`src/rtl/fetch_unit_pkg.sv`:
```
// Shared core-wide definitions for the instruction-fetch stage.
package fetch_unit_pkg;

  // Fetch FSM encodings.
  typedef enum logic [1:0] {
    S_REQ   = 2'd0,
    S_WAIT  = 2'd1,
    S_VALID = 2'd2,
    S_HALT  = 2'd3
  } fetch_state_e;

  localparam logic [31:0] RESET_PC_DEFAULT = 32'h0000_0000;
  localparam logic [31:0] PC_INC           = 32'd4;

endpackage

```
`src/rtl/fetch_unit_if.sv`:
```
// Fetch-stage bus: imem req/gnt/rvalid, decode valid/ready, redirect/halt, status.
interface fetch_unit_if #(parameter int XLEN = 32);
  logic            imem_req;
  logic [XLEN-1:0] imem_addr;
  logic            imem_gnt;
  logic            imem_rvalid;
  logic [XLEN-1:0] imem_rdata;
  logic            inst_valid;
  logic            inst_ready;
  logic [XLEN-1:0] inst;
  logic [XLEN-1:0] inst_pc;
  logic            redirect;
  logic [XLEN-1:0] redirect_target;
  logic            halt_req;
  logic            halted;
  logic            misaligned;
  logic [31:0]     retire_count;

  // Fetch unit side.
  modport master (
    output imem_req, imem_addr, inst_valid, inst, inst_pc,
           halted, misaligned, retire_count,
    input  imem_gnt, imem_rvalid, imem_rdata, inst_ready,
           redirect, redirect_target, halt_req
  );

  // Memory / decode / execute side.
  modport slave (
    input  imem_req, imem_addr, inst_valid, inst, inst_pc,
           halted, misaligned, retire_count,
    output imem_gnt, imem_rvalid, imem_rdata, inst_ready,
           redirect, redirect_target, halt_req
  );
endinterface

```
`src/rtl/fetch_unit_pc_register.sv`:
```
// Program counter register with synchronous reset and load enable.
module pc_register #(
  parameter int          XLEN     = 32,
  parameter logic [31:0] RESET_PC = 32'h0000_0000
) (
  input  logic            clk,
  input  logic            reset,
  input  logic            load,
  input  logic [XLEN-1:0] next_pc,
  output logic [XLEN-1:0] pc
);

  // Reset dominates; otherwise take next_pc only when loaded.
  always_ff @(posedge clk) begin
    if (reset)     pc <= RESET_PC;
    else if (load) pc <= next_pc;
  end

endmodule

```
`src/rtl/fetch_unit.sv`:
```
// Instruction fetch: single outstanding fetch, hands inst/pc to decode,
// applies redirects at retire and stops on ECALL or a misaligned target.
module fetch_unit
  import fetch_unit_pkg::*;
#(
  parameter logic [31:0] RESET_PC = RESET_PC_DEFAULT,
  parameter int          XLEN     = 32
) (
  input  logic          clk,
  input  logic          reset,
  fetch_unit_if.master  bus
);

  fetch_state_e    state, state_nxt;
  logic [XLEN-1:0] pc, pc_nxt;
  logic            pc_load;
  logic            retire;
  logic            mis_set;
  logic [XLEN-1:0] inst_q, inst_pc_q;
  logic [31:0]     retire_cnt;
  logic            mis_q;

  pc_register #(.XLEN(XLEN), .RESET_PC(RESET_PC)) u_pc (
    .clk     (clk),
    .reset   (reset),
    .load    (pc_load),
    .next_pc (pc_nxt),
    .pc      (pc)
  );

  // State register.
  always_ff @(posedge clk) begin
    if (reset) state <= S_REQ;
    else       state <= state_nxt;
  end

  // Next state and next pc; halt beats a misaligned redirect beats a redirect.
  always_comb begin
    state_nxt = state;
    pc_load   = 1'b0;
    pc_nxt    = pc + PC_INC;
    retire    = 1'b0;
    mis_set   = 1'b0;
    case (state)
      S_REQ:  if (bus.imem_gnt)    state_nxt = S_WAIT;
      S_WAIT: if (bus.imem_rvalid) state_nxt = S_VALID;
      S_VALID: begin
        if (bus.inst_ready) begin
          retire = 1'b1;
          if (bus.halt_req) begin
            state_nxt = S_HALT;
          end else if (bus.redirect && (bus.redirect_target[1:0] != 2'b00)) begin
            state_nxt = S_HALT;
            mis_set   = 1'b1;
          end else if (bus.redirect) begin
            pc_load   = 1'b1;
            pc_nxt    = bus.redirect_target;
            state_nxt = S_REQ;
          end else begin
            pc_load   = 1'b1;
            state_nxt = S_REQ;
          end
        end
      end
      S_HALT:  state_nxt = S_HALT;
      default: state_nxt = S_REQ;
    endcase
  end

  // Capture fetched word with its pc, count retires, latch misaligned stop.
  always_ff @(posedge clk) begin
    if (reset) begin
      inst_q     <= '0;
      inst_pc_q  <= '0;
      retire_cnt <= '0;
      mis_q      <= 1'b0;
    end else begin
      if (state == S_WAIT && bus.imem_rvalid) begin
        inst_q    <= bus.imem_rdata;
        inst_pc_q <= pc;
      end
      if (retire)  retire_cnt <= retire_cnt + 32'd1;
      if (mis_set) mis_q      <= 1'b1;
    end
  end

  // Strobes are forced low while reset is held.
  assign bus.imem_req     = (state == S_REQ)   && !reset;
  assign bus.imem_addr    = pc;
  assign bus.inst_valid   = (state == S_VALID) && !reset;
  assign bus.halted       = (state == S_HALT)  && !reset;
  assign bus.inst         = inst_q;
  assign bus.inst_pc      = inst_pc_q;
  assign bus.misaligned   = mis_q;
  assign bus.retire_count = retire_cnt;

endmodule

```
`src/flat_wrapper.sv`:
```
// flat-port wrapper written by rule: the top's interface ports become plain ports
module fetch_unit_flat import fetch_unit_pkg::*;
#(
  parameter logic [31:0] RESET_PC = RESET_PC_DEFAULT,
  parameter int          XLEN     = 32
)
  (clk, reset, bus_imem_req, bus_imem_addr, bus_inst_valid, bus_inst, bus_inst_pc, bus_halted, bus_misaligned, bus_retire_count, bus_imem_gnt, bus_imem_rvalid, bus_imem_rdata, bus_inst_ready, bus_redirect, bus_redirect_target, bus_halt_req);
  fetch_unit_if #(.XLEN(XLEN)) bus_i ();
  input  logic clk;
  input  logic reset;
  output wire logic [$bits(bus_i.imem_req)-1:0] bus_imem_req;
  output wire logic [$bits(bus_i.imem_addr)-1:0] bus_imem_addr;
  output wire logic [$bits(bus_i.inst_valid)-1:0] bus_inst_valid;
  output wire logic [$bits(bus_i.inst)-1:0] bus_inst;
  output wire logic [$bits(bus_i.inst_pc)-1:0] bus_inst_pc;
  output wire logic [$bits(bus_i.halted)-1:0] bus_halted;
  output wire logic [$bits(bus_i.misaligned)-1:0] bus_misaligned;
  output wire logic [$bits(bus_i.retire_count)-1:0] bus_retire_count;
  input wire logic [$bits(bus_i.imem_gnt)-1:0] bus_imem_gnt;
  input wire logic [$bits(bus_i.imem_rvalid)-1:0] bus_imem_rvalid;
  input wire logic [$bits(bus_i.imem_rdata)-1:0] bus_imem_rdata;
  input wire logic [$bits(bus_i.inst_ready)-1:0] bus_inst_ready;
  input wire logic [$bits(bus_i.redirect)-1:0] bus_redirect;
  input wire logic [$bits(bus_i.redirect_target)-1:0] bus_redirect_target;
  input wire logic [$bits(bus_i.halt_req)-1:0] bus_halt_req;
  assign bus_imem_req = bus_i.imem_req;
  assign bus_imem_addr = bus_i.imem_addr;
  assign bus_inst_valid = bus_i.inst_valid;
  assign bus_inst = bus_i.inst;
  assign bus_inst_pc = bus_i.inst_pc;
  assign bus_halted = bus_i.halted;
  assign bus_misaligned = bus_i.misaligned;
  assign bus_retire_count = bus_i.retire_count;
  assign bus_i.imem_gnt = bus_imem_gnt;
  assign bus_i.imem_rvalid = bus_imem_rvalid;
  assign bus_i.imem_rdata = bus_imem_rdata;
  assign bus_i.inst_ready = bus_inst_ready;
  assign bus_i.redirect = bus_redirect;
  assign bus_i.redirect_target = bus_redirect_target;
  assign bus_i.halt_req = bus_halt_req;
  fetch_unit #(.RESET_PC(RESET_PC), .XLEN(XLEN)) u_core (.clk(clk), .reset(reset), .bus(bus_i));
endmodule
```
`config.mk`:
```
export PLATFORM = sky130hd
export DESIGN_NAME = fetch_unit_flat
export DESIGN_NICKNAME = d
export VERILOG_FILES = /design/src/rtl/fetch_unit_pkg.sv /design/src/rtl/fetch_unit_if.sv /design/src/rtl/fetch_unit_pc_register.sv /design/src/rtl/fetch_unit.sv /design/src/flat_wrapper.sv
export SDC_FILE = /design/constraint.sdc
export NUM_CORES = 1
export LEC_CHECK = 0
export CORE_MARGIN = 3
export CORE_UTILIZATION = 43
export CTS_BUF_LIST = sky130_fd_sc_hd__clkbuf_8
export DETAILED_ROUTE_END_ITERATION = 8
export PLACE_DENSITY = 0.79
export SKIP_CTS_REPAIR_TIMING = 1
export SYNTH_ARGS = -nofsm -noshare
export SYNTH_HDL_FRONTEND = slang
export SYNTH_SLANG_ARGS = --single-unit
```
`constraint.sdc`:
```
create_clock -name clk -period 1.8 [get_ports clk]
set_input_delay 0.27 -clock clk [delete_from_list [all_inputs] [get_ports clk]]
set_output_delay 0.27 -clock clk [all_outputs]
set_load 0.02 [all_outputs]
```
======== Word level (Yosys, flattened, before mapping) ========
Cells that the tools add are included.
storage, ports and cells
  bits in registers ....................... 131
  latch bits .............................. 0
  RAM bits ................................ 0
  ROM bits ................................ 0
  bits of input ports ..................... 71
  output and inout port bits .............. 132
  word-level logic and storage cells ...... 44
  memories kept ........................... 0
operators by class
  add/subtract/negate cells ............... 2
  multiply operators ...................... 0
  div/mod/pow operators ................... 0
  order comparisons ....................... 0
  equal/unequal tests ..................... 6
  shift operators ......................... 0
  mux-type cells .......................... 21
  bitwise gates (word level) .............. 0
  reduce and logical (&&, ||, !) cells .... 9
operators by type and width
  operator                                                         count
  32-bit two-way mux                                               5
  32-bit by 1-bit adder with 32-bit output, second input constant  1
  32-bit by 3-bit adder with 32-bit output, second input constant  1
  1-bit two-way mux                                                10
  2-bit two-way mux                                                5
  2-bit case mux with 4 select lines                               1
  2-bit != test, second input constant                             3
  1-bit logical AND                                                5
  2-bit == test, second input constant                             2
  3-bit AND reduction                                              1
  2-bit by 1-bit == test with 1-bit output, second input constant  1
  2-bit logical NOT                                                1
  2-bit nonzero test                                               1
  1-bit logical NOT                                                1

======== Longest topological paths before layout ========
  word-level depth ........................ 6
  depth in mapped cells ................... 7
  depth with buffers taken out ............ 5

======== Cells and area by module ========
Synthesis repeated with hierarchy kept, for this count alone.
unflattened totals
  cell total of the unflattened synthesis .. 735
  area, all modules ....................... 5903.2 µm²
modules (own cells, without submodules)
  module       instances  cells an instance  area each (µm²)  sequential area each (µm²)
  fetch_unit   1          632                4739.5           1981.9
  pc_register  1          103                1163.6           640.6

======== Worst setup path after synthesis ========
No wires, ideal clock.
  path kind ............................... register -> register
  start point ............................. register u_core.u_pc.pc[18]
  end point ............................... register u_core.u_pc.pc[29]
  setup time .............................. 112 ps
  data arrival time ....................... 2032 ps
  data required time ...................... 1688 ps
  setup slack ............................. -344 ps
  stages on the path, launching flop included .. 7
  buffers on the path ..................... 2
  clock period less this slack ............ 2144 ps
  path through ............................ dfxtp_1 -> buf_2 -> nand4_2 -> or4_4 -> buf_6 -> o31a_1 -> a2111oi_1
on the way
  cells in the longest elaborated chain, start to end .. 6
ends and longest elaborated chain
  item                                          RTL line                      source
  start: declaration                            fetch_unit_pc_register.sv:10  output logic [XLEN-1:0] pc
  start signal: assignment                      fetch_unit_pc_register.sv:16  else if (load) pc <= next_pc;
  32-bit by 3-bit adder with 32-bit output (*)  fetch_unit.sv:41              pc_nxt = pc + PC_INC;
  32-bit two-way mux                            fetch_unit.sv:55              end else if (bus.redirect) begin
  32-bit two-way mux                            fetch_unit.sv:52              end else if (bus.redirect && (bus.redirect_target[1:0] != 2'b00)) begin
  32-bit two-way mux                            fetch_unit.sv:50              if (bus.halt_req) begin
  32-bit two-way mux                            fetch_unit.sv:48              if (bus.inst_ready) begin
  32-bit two-way mux (*)                        fetch_unit.sv:44              case (state)
Every way passes the cells marked *; elsewhere a longest branch is shown, timed or not.
A chain may end at the register's enable or synchronous reset.

======== Final worst setup path ========
  start point ............................. input port bus_redirect_target[1]
  end point ............................... register u_core.u_pc.pc[30]
on the way
  cells in the longest elaborated chain, start to end .. 6
  elaborated cells between the ends (all ways) .. 10
  classes of those cells .................. 8 x mux; 2 x reduce/logical
ends and longest elaborated chain
  item                                                            RTL line            source
  start: declaration                                              flat_wrapper.sv:24  input wire logic [$bits(bus_i.redirect_target)-1:0] bus_redirect_target;
  2-bit nonzero test (*)                                          fetch_unit.sv:52
  1-bit logical AND (*)                                           fetch_unit.sv:52
  32-bit two-way mux / 1-bit two-way mux (equally long branches)  fetch_unit.sv:52
  32-bit two-way mux / 1-bit two-way mux (equally long branches)  fetch_unit.sv:50
  32-bit two-way mux / 1-bit two-way mux (equally long branches)  fetch_unit.sv:48
  32-bit two-way mux / 1-bit two-way mux (equally long branches)  fetch_unit.sv:44
Marks and branches as above.

==> summary.md <==
| Metric | Value |
|---|---|
| Synthesized area per cell | 7.998 sq um |
| Worst VDD drop | 0.0004749 V |
| Fin. Hold Viols | 0 |
| Synth top area cells | dfxtp_1 43%, nand2_1 9.6%, a21oi_1 8.0% |
| Predominant post-synthesis flop cell | dfxtp_1 |
| PD cells | between 600 and 700 nW/um^2 |
| Total Power | 6.110 mW |
| R2R setup slack | 0.09 ns |
| Post-synth EDFFs | 0 |
| Max-cap violations | 0 |
| Routability cong. | 0.9573 |
| CTS tree | yes |
| Diode count | 0 |
| DR pass1 iterations | 5 |
| CP Cell Sequence | clkdlybuf4s50_1 > or3b_4 > a2111o_1 > or4_1 > o221ai_1 |
| Fraction of layout cells with a size suffix above 1 | about a fifth |
| Initial antenna violation count | 0 |
| Status | finished, final reports clean |
| Fill cells | 1041 |
| Crit Path Max Fanout | 3 |
| Syn-to-layout area delta | 59.59% |
| Cell Area, Synth | 6038 sq um |
| CP max stage cell | or4_1 |
| Hold Path Stages | 2 |
| Die Height | 124.5 um |
| Sequential area share after synthesis | 43.43% |
| Routed WL per cell | 16.86 um |
| PortBufs | 202 |
| Critical path depth | 5 |
| Fin crit period | 1.797 ns |
| Post-DP HPWL | 14500 um |
| Synth async-reset ratio | 0% |
| Final setup vio count | 0 |
| Hold Crit Class | input port to flop |
| Leakage | 4.359 nW |
| Worst path top cell family by delay | simple AND/OR/NAND/NOR gates |
| Buffers & Inverters on Critical Path | 1 |
| Vias in the first global route | 6526 |
| R2r worst-path depth | 4 |
| Tightest Pin Transition | 0.4682 ns |
| Tcrit/Tclk final | 99.83% |
| Top-area cell type share of the netlist area | 43.43% |
| Initial DRC count | 494 |
| Post-synth cell types | 66 |
| Total number of vias | 6850 |
| Nets | about 1100 |
| Clock latency on the worst-skew pair | 0.43 ns |
| Crit path largest cell delay | ~0.52 ns |
| Syn Inst Count | 755 |
| Root buf cell | clkbuf_8 |
| Via-to-Cell Ratio | between 5 and 6 |
| Clk sinks | 131 |
| Pin count of the biggest net entering global routing | 102 |
| Rows | 42 |
| Num CTS Buffers | 17 |
| Clk pin slew, worst setup/hold paths | around 0.07 ns |
| Total track usage | 25.75% |
| Initial core utilization | 44.71% |
| Crit Path Class | input port to flop |
| Overflow after GRT | 0 |
| Clock skew | 0.01193 ns |
| Endpoint class of the critical path | flop |
| Clk buf depth | 2 |
| Worst setup SP type | input port |
| Final routed DRC violation total | 0 |
| Antenna Nets Post-Route | 0 |
| CP Data Arrival Time | 2.14 ns |
| Die ar. | 15500 sq um |
| Post-synthesis net count | 828 |
| First-pass GRT wire length | 33110 um |
| Drt total wl | 20680 um |
| Die X | 124.5 um |
| F_max | 556.5 MHz |
| CTS H-tree depth | 4 |
| Synth Register Bits | 131 |
| Area leader, netlist | dfxtp_1 |
| Slew Viols, Final | 0 |
| CP required | 2.14 ns |
| Core Footprint | 13510 sq um |
| Slew margin rel. | 68.79% |
| Utilization after layout | 71.35% |
| IO Pins | roughly 200 |
| Worst Hold Slack | roughly 0.09 ns |
| Yosys Warn Count | 0 |
==> through the flow <==
stage               setup TNS [ns]  worst slack [ns]  instance area [sq um]  instances
floorplan                 -0.03380          -0.01889                   6111        755
global placement            -12.11           -0.4823                   9074       1194
detailed placement          -13.46           -0.4947                   9074       1194
CTS                         -2.370           -0.3316                   9455       1225
global route            -0.0004745        -0.0004745                   9637       1226
finish                           0          0.003105                   9637       1226
==> cell families (layout without fill, tap and decap cells) <==
family,count (synthesis),count (layout),synth area share (%)
DFF,131,131,43.43
adders and majority gates,2,2,0.4144
AOI/OAI and AO/OA,196,196,20.56
buffers and inverters,69,364,4.476
and+or+nand+nor,334,334,27.41
xor gates and xnor gates,11,11,1.596
muxes,12,12,2.114
==> cell usage in the layout, fill, tap and decap left out, types with 7 or more instances in the layout <==
cell type,n
nand2_1,153
clkdlybuf4s50_1,148
buf_4,112
dfxtp_1,105
a21oi_1,97
dlymetal6s2s_1,53
nor2_1,33
nand4_1,24
nand3_1,24
o21ai_0,20
nor3_1,18
dfxtp_2,18
clkbuf_8,17
inv_1,14
and3_1,11
and4_1,10
o41ai_1,10
or2_2,9
nor4_1,9
xor2_1,9
dfxtp_4,8
o311ai_0,7
or3_1,7
a211oi_1,7
clkinv_2,7
==> sequential cells by signal, indices dropped and copies added, names as in the netlist <==
| name | flops |
|---|---|
| u_core.bus.misaligned | 1 |
| u_core.state | 2 |
| u_core.bus.inst_pc | 32 |
| u_core.u_pc.pc | 32 |
| u_core.bus.inst | 32 |
| u_core.bus.retire_count | 32 |
==> cell usage after synthesis, drive strengths merged, types with 4 or more instances <==
| master | count |
|---|---|
| a2111oi | 4 |
| a211oi | 7 |
| a21oi | 97 |
| a31oi | 5 |
| and3 | 11 |
| and4 | 12 |
| buf | 5 |
| clkbuf | 50 |
| dfxtp | 131 |
| inv | 12 |
| mux2 | 6 |
| mux2i | 6 |
| nand2 | 155 |
| nand3 | 24 |
| nand4 | 26 |
| nor2 | 35 |
| nor2b | 6 |
| nor3 | 20 |
| nor4 | 11 |
| o21a | 4 |
| o21ai | 21 |
| o22ai | 5 |
| o311ai | 8 |
| o31a | 5 |
| o41ai | 10 |
| or2 | 9 |
| or3 | 8 |
| xor2 | 9 |
==> layout make-up <==
class,count,area [sq um],area share [%]
clock buffers,17,234.0,2.428
multi-input cells,555,3202,33.23
flip-flops and latches,131,2675,27.76
inverters,14,52.55,0.5453
clock inverters,14,147.6,1.532
repair buffers,319,3105,32.23
well taps,176,220.2,2.285
==> worst paths after layout <==
path                                                                end                                start
worst min-delay path            u_core.bus.retire_count[5]$_SDFFE_PP0P_                                reset
worst max register to register          u_core.u_pc.pc[31]$_SDFFE_PP0N_      u_core.u_pc.pc[18]$_SDFFE_PP0N_
worst min register to register      u_core.bus.inst_pc[25]$_SDFFE_PP0P_  u_core.bus.inst_pc[25]$_SDFFE_PP0P_
worst max-delay path                    u_core.u_pc.pc[30]$_SDFFE_PP0N_               bus_redirect_target[1]
==> power breakdown <==
part	internal, mW	total (mW)	switching [mW]
Combinational	0.343	0.692	0.349
Clock	1.33	2.46	1.12
Sequential	2.93	2.96	0.0299
Total	4.61	6.11	1.50
==> metal layers <==
metal	up-vias	track usage, %	wire, um
li1	3306	-	-
met1	3193	33.72	9005
met2	312	41.92	9689
met3	39	5.317	1448
met4	0	9.607	532
met5	-	0	0
No activity file was read; power rests on OpenSTA's default activity.
